--- src/rtl/mod_counter_pkg.sv ---
// Shared mode encodings for the up/down counter and its next-state block.
package mod_counter_pkg;

  localparam logic [1:0] MODE_WRAP    = 2'b00;
  localparam logic [1:0] MODE_SAT     = 2'b01;
  localparam logic [1:0] MODE_ONESHOT = 2'b10;

  // 2'b11 is reserved and behaves exactly like wrap.
  typedef enum logic [1:0] {
    ModeWrap    = 2'b00,
    ModeSat     = 2'b01,
    ModeOneshot = 2'b10,
    ModeWrapAlt = 2'b11
  } mode_e;

  function automatic logic is_wrap(logic [1:0] mode);
    return (mode == MODE_WRAP) || (mode == 2'b11);
  endfunction

endpackage

--- src/rtl/mod_counter_next.sv ---
// Combinational next-count logic: step, end-of-range handling and one-shot completion.
module mod_counter_next
  import mod_counter_pkg::*;
#(
  parameter int unsigned N = 8
) (
  input  logic [N-1:0] q_i,
  input  logic [N-1:0] limit_i,
  input  logic         up_i,
  input  logic [1:0]   mode_i,
  output logic [N-1:0] q_next_o,
  output logic         wrap_evt_o,
  output logic         done_set_o
);

  logic         term;
  logic [N-1:0] step;
  logic [N-1:0] term_val;
  mode_e        mode;

  assign mode     = mode_e'(mode_i);
  assign term     = up_i ? (q_i >= limit_i) : (q_i == '0);
  assign step     = up_i ? (q_i + 1'b1) : (q_i - 1'b1);
  assign term_val = up_i ? limit_i : '0;

  always_comb begin
    q_next_o   = q_i;
    wrap_evt_o = 1'b0;
    done_set_o = 1'b0;
    if (!term) begin
      q_next_o   = step;
      done_set_o = (mode == ModeOneshot) && (step == term_val);
    end else begin
      case (mode)
        ModeWrap, ModeWrapAlt: begin
          q_next_o   = up_i ? '0 : limit_i;
          wrap_evt_o = 1'b1;
        end
        // Already terminal in one-shot: hold and flag completion.
        ModeOneshot: done_set_o = 1'b1;
        default: ;
      endcase
    end
  end

endmodule

--- src/rtl/mod_updown_counter.sv ---
// Up/down counter with programmable limit, wrap/saturate/one-shot modes and status flags.
module mod_updown_counter
  import mod_counter_pkg::*;
#(
  parameter int unsigned N       = 8,
  parameter logic [N-1:0] LIM_RST = '1
) (
  input  logic         clk,
  input  logic         reset_n,
  input  logic         syn_clr,
  input  logic         load,
  input  logic [N-1:0] d,
  input  logic         en,
  input  logic         up,
  input  logic [1:0]   mode,
  input  logic         lim_wr,
  input  logic [N-1:0] lim_d,
  output logic [N-1:0] q,
  output logic [N-1:0] limit,
  output logic         max_tick,
  output logic         min_tick,
  output logic         wrap_pulse,
  output logic         done
);

  logic [N-1:0] q_q, q_d;
  logic [N-1:0] limit_q, limit_d;
  logic         wrap_q, wrap_d;
  logic         done_q, done_d;

  logic [N-1:0] cnt_next;
  logic         wrap_evt;
  logic         done_set;
  logic         hold;

  mod_counter_next #(
    .N (N)
  ) u_next (
    .q_i        (q_q),
    .limit_i    (limit_q),
    .up_i       (up),
    .mode_i     (mode),
    .q_next_o   (cnt_next),
    .wrap_evt_o (wrap_evt),
    .done_set_o (done_set)
  );

  assign hold = (mode == MODE_ONESHOT) && done_q;

  always_comb begin
    q_d     = q_q;
    done_d  = done_q;
    wrap_d  = 1'b0;
    limit_d = lim_wr ? lim_d : limit_q;
    if (syn_clr) begin
      q_d    = '0;
      done_d = 1'b0;
    end else if (load) begin
      q_d    = d;
      done_d = 1'b0;
    end else if (en && !hold) begin
      q_d    = cnt_next;
      wrap_d = wrap_evt;
      done_d = done_q | done_set;
    end
  end

  always_ff @(posedge clk or negedge reset_n) begin
    if (!reset_n) begin
      q_q     <= '0;
      limit_q <= LIM_RST;
      wrap_q  <= 1'b0;
      done_q  <= 1'b0;
    end else begin
      q_q     <= q_d;
      limit_q <= limit_d;
      wrap_q  <= wrap_d;
      done_q  <= done_d;
    end
  end

  assign q          = q_q;
  assign limit      = limit_q;
  assign max_tick   = (q_q >= limit_q);
  assign min_tick   = (q_q == '0);
  assign wrap_pulse = wrap_q;
  assign done       = done_q;

endmodule
--- config.mk ---
export PLATFORM = sky130hd
export DESIGN_NAME = mod_updown_counter
export DESIGN_NICKNAME = d
export VERILOG_FILES = /design/src/rtl/mod_counter_pkg.sv /design/src/rtl/mod_counter_next.sv /design/src/rtl/mod_updown_counter.sv
export SDC_FILE = /design/constraint.sdc
export NUM_CORES = 1
export LEC_CHECK = 0
export ABC_AREA = 1
export CAP_MARGIN = 25
export CORE_MARGIN = 2
export CORE_UTILIZATION = 25
export DETAILED_ROUTE_END_ITERATION = 16
export PLACE_DENSITY = 0.5
export RECOVER_POWER = 100
export SYNTH_ARGS = -nofsm -noshare
export SYNTH_HDL_FRONTEND = slang
export SYNTH_HIERARCHICAL = 1
export SYNTH_SLANG_ARGS = --single-unit
export TNS_END_PERCENT = 50
--- constraint.sdc ---
create_clock -name clk -period 4.61 [get_ports clk]
set_clock_uncertainty 0.2 [all_clocks]
set_input_delay 0.461 -clock clk [delete_from_list [all_inputs] [get_ports clk]]
set_output_delay 0.461 -clock clk [all_outputs]
set_load 0.01 [all_outputs]
==> insert_results.sql <==
INSERT INTO impl_metrics (metric_group, metric, value, unit) VALUES
('cts', 'master_cell_of_the_clock_root_buffer', 'sky130_fd_sc_hd__clkbuf_8', ''),
('floorplan', 'die_w', '96.9', 'um'),
('timing', 'grt_setup_unrepaired', 'false', ''),
('yosys', 'post_synth_instance_area', '2160', 'sq um'),
('drt', 'detail_route.wl_per_cell', '12.6', 'um'),
('cts', 'cts_max_level', '1', ''),
('critical_path', 'timing.rr.end', 'q[1]', ''),
('floorplan', 'die_area', '9390', 'sq um'),
('drt', 'detail_route.first_pass.iterations', '4', ''),
('timing', 'final_max_slew_viol_count', '0', ''),
('critical_path', 'r2r_start', 'limit[1]', ''),
('finish', 'area_growth', '25.6', '%'),
('critical_path', 'critical-path-slowest-cell', 'sky130_fd_sc_hd__dlygate4sd3_1', ''),
('power', 'cellPowerDensity', '271', 'nW/um^2'),
('timing', 'final.period_utilization', '69.0', '%'),
('min_path', 'min_path_type', 'register to register', ''),
('critical_path', 'setup.worst_path.start_class', 'primary input', ''),
('yosys', 'asyncSetResetFlopFracSynth', '100', '%'),
('cts', 'cts_repair_resize_count', '0', ''),
('drt', 'detail_route.wirelength', '5.97', 'mm'),
('timing', 'timing.final.crit_period', '3.18', 'ns'),
('yosys', 'yosys_cell_types', '33', ''),
('drt', 'routed-via-count', '2114', ''),
('finish', 'num-nets-final', '418', ''),
('cts', 'cts_setup_buffers', '0', ''),
('timing', 'whs', '0.327', 'ns'),
('yosys', 'synth_sequential_area_ratio', '21.3', '%'),
('timing', 'fmax', '315', 'MHz'),
('timing', 'slew_at_the_pin_closest_to_its_max_slew_limit', '0.902', 'ns'),
('grt', 'grt_overflow', '0', ''),
('floorplan', 'top_level_ports', '45', ''),
('yosys', 'synth_edf_count', '0', ''),
('critical_path', 'slowest_delay', '0.74', 'ns'),
('critical_path', 'timing.setup.critical_path_class', 'primary input to register', ''),
('critical_path', 'regToRegSetupSlack', '1.99', 'ns'),
('cts', 'insertion_delay', '0.27', 'ns'),
('floorplan', 'rows', '33', ''),
('timing', 'max_slew_margin', '39.7', '%'),
('cts', 'cts_tree', 'done', ''),
('yosys', 'synth.net_count', '376', ''),
('floorplan', 'initial_utilization', '26.0', '%'),
('cts', 'cts_made_buffers', '3', ''),
('critical_path', 'path_cells', 'dlygate4sd3_1 > inv_1 > ha_1 > inv_2 > nand2_1 > nand3_1 > nand2_1 > nand2_1 > nand3_1 > nand2_1 > nor2_1 > nand3_1 > a21oi_2 > nand3_1 > a21boi_0', ''),
('yosys', 'post_synth_most_frequent_cells', 'sky130_fd_sc_hd__nand2_1 (93), sky130_fd_sc_hd__inv_1 (65), sky130_fd_sc_hd__nand3_1 (35)', ''),
('cts', 'maximum_clock_insertion_buffer_count', '2', ''),
('yosys', 'netlist_instances', '327', ''),
('drt', 'post_drt_via_cell_ratio', '4.47', ''),
('grt', 'grt_start_max_net_pins', '19', ''),
('critical_path', 'cp_data_required_time', '4.60', 'ns'),
('critical_path', 'startpoint', 'up', ''),
('timing', 'report.final.hold_viol_count', '0', ''),
('job', 'max_cap_viol_count', '0', ''),
('critical_path', 'critPathMaxFanout', '12', ''),
('status', 'status', 'completed', ''),
('drt', 'drtIter0Drc', '72', ''),
('yosys', 'synth.top_cells.by_area', 'sky130_fd_sc_hd__nand2_1 (16%), sky130_fd_sc_hd__ha_1 (13%), sky130_fd_sc_hd__dfrtp_1 (12%), sky130_fd_sc_hd__inv_1 (11%), sky130_fd_sc_hd__dfstp_2 (9.7%)', ''),
('critical_path', 'endpoint_kind', 'register', ''),
('cts', 'cts_sinks', '18', ''),
('yosys', 'postSynthAreaPerCell', '6.60', 'sq um'),
('cts', 'clk_pin_slew', '0.08', 'ns'),
('grt', 'grt_antenna_before_repair', '0', ''),
('power', 'power.static_leakage', '1.42', 'nW'),
('finish', 'n_antenna_cell', '0', ''),
('critical_path', 'r2r.worst_path.cells', '14', ''),
('floorplan', 'die_h', '96.9', 'um'),
('cts', 'post_cts_hold_buffer_count', '0', ''),
('floorplan', 'fp.coreArea', '8300', 'sq um'),
('grt', 'grt_first_pass_wirelength', '10.2', 'mm'),
('yosys', 'synthMostInstantiatedCell', 'sky130_fd_sc_hd__nand2_1', ''),
('critical_path', 'setup.worst_path.end', 'done', ''),
('power', 'vdd_drop_max', '0.0810', 'mV');
per-layer routing:
layer	wire length, um	up-vias	GRT usage (%)
met5	0	-	0
met4	107	0	3.58
met3	163	7	2.31
met2	2810	37	22.5
met1	2900	945	17.2
li1	-	1125	-
critical path: cells and delay by family:
kind | cells | cell delay, ns
buf+inv | 3 | 1.10
fa+ha+maj | 1 | 0.50
compound gates | 2 | 0.27
simple gates | 9 | 0.84
final cells by class:
type / count / area, sq um
Fill cell: 894 / 5590
Multi-Input combinational cell: 236 / 1380
Sequential cell: 18 / 460
Timing Repair Buffer: 44 / 440
Inverter: 66 / 248
Tap cell: 105 / 131
Clock buffer: 4 / 55.1
worst min path at each step:
stage | startpoint | to | slack (ns) | cells after the start
2_1_floorplan | reset_n | done | -0.03 | 0
3_3_place_gp | limit[5] | limit[5] | 0.32 | 2
3_5_place_dp | limit[7] | limit[7] | 0.32 | 2
4_1_cts | limit[7] | limit[7] | 0.33 | 2
5_1_grt | limit[6] | limit[6] | 0.37 | 2
6_report | limit[7] | limit[7] | 0.33 | 2
flip-flops by register name (all words and copies together), names as in the netlist:
register,cells
q,8
limit,8
wrap_pulse,1
done,1
cell usage in the layout, fill, tap and decap left out, types with 3 or more instances in the layout:
master | Yosys | layout
sky130_fd_sc_hd__clkbuf_8 | 1 | 4
sky130_fd_sc_hd__o21ai_0 | 10 | 15
sky130_fd_sc_hd__inv_1 | 65 | 65
sky130_fd_sc_hd__nand2_1 | 93 | 94
sky130_fd_sc_hd__dfrtp_1 | 10 | 10
sky130_fd_sc_hd__nand4_1 | 7 | 7
sky130_fd_sc_hd__dlygate4sd3_1 | 0 | 22
sky130_fd_sc_hd__clkdlybuf4s50_1 | 0 | 22
sky130_fd_sc_hd__ha_1 | 23 | 23
sky130_fd_sc_hd__dfstp_2 | 8 | 6
sky130_fd_sc_hd__o21ai_1 | 9 | 4
sky130_fd_sc_hd__nor2_1 | 15 | 15
sky130_fd_sc_hd__o22ai_1 | 7 | 7
sky130_fd_sc_hd__o21ai_2 | 6 | 6
sky130_fd_sc_hd__nand3_1 | 35 | 35
sky130_fd_sc_hd__xnor2_1 | 4 | 4
sky130_fd_sc_hd__xor2_1 | 3 | 3
sky130_fd_sc_hd__a21oi_1 | 7 | 7
cells by family (layout without fill, tap and decap cells):
family | Yosys count | after routing | synth area share (%)
compound gates | 44 | 44 | 12.9
xor+xnor | 7 | 7 | 2.84
fa+ha+maj | 24 | 24 | 14.3
buf+inv | 73 | 114 | 14.8
flops | 18 | 18 | 21.3
mux | 1 | 1 | 0.522
simple gates | 160 | 160 | 33.3
report_power, final:
part           total [mW]  switching [mW]  internal [mW]
Combinational       0.380           0.218          0.161
Sequential          0.212          0.0336          0.178
Clock               0.143          0.0672         0.0763
Total               0.735           0.319          0.416
per-stage QoR:
step / setup slack (ns) / std cells / util (%) / total power [mW] / cell area (sq um)
2_1_floorplan: 2.11 / 327 / - / 0.479 / 2160
3_3_place_gp: 1.27 / 469 / 32.0 / 0.608 / 2660
3_5_place_dp: 1.24 / 469 / 32.0 / 0.610 / 2660
4_1_cts: 1.51 / 473 / 32.7 / 0.760 / 2710
5_1_grt: 1.01 / 473 / 32.7 / 0.812 / 2710
6_report: 1.43 / 473 / 32.7 / 0.735 / 2710
Note: power is estimated with default switching activity, not from simulation.
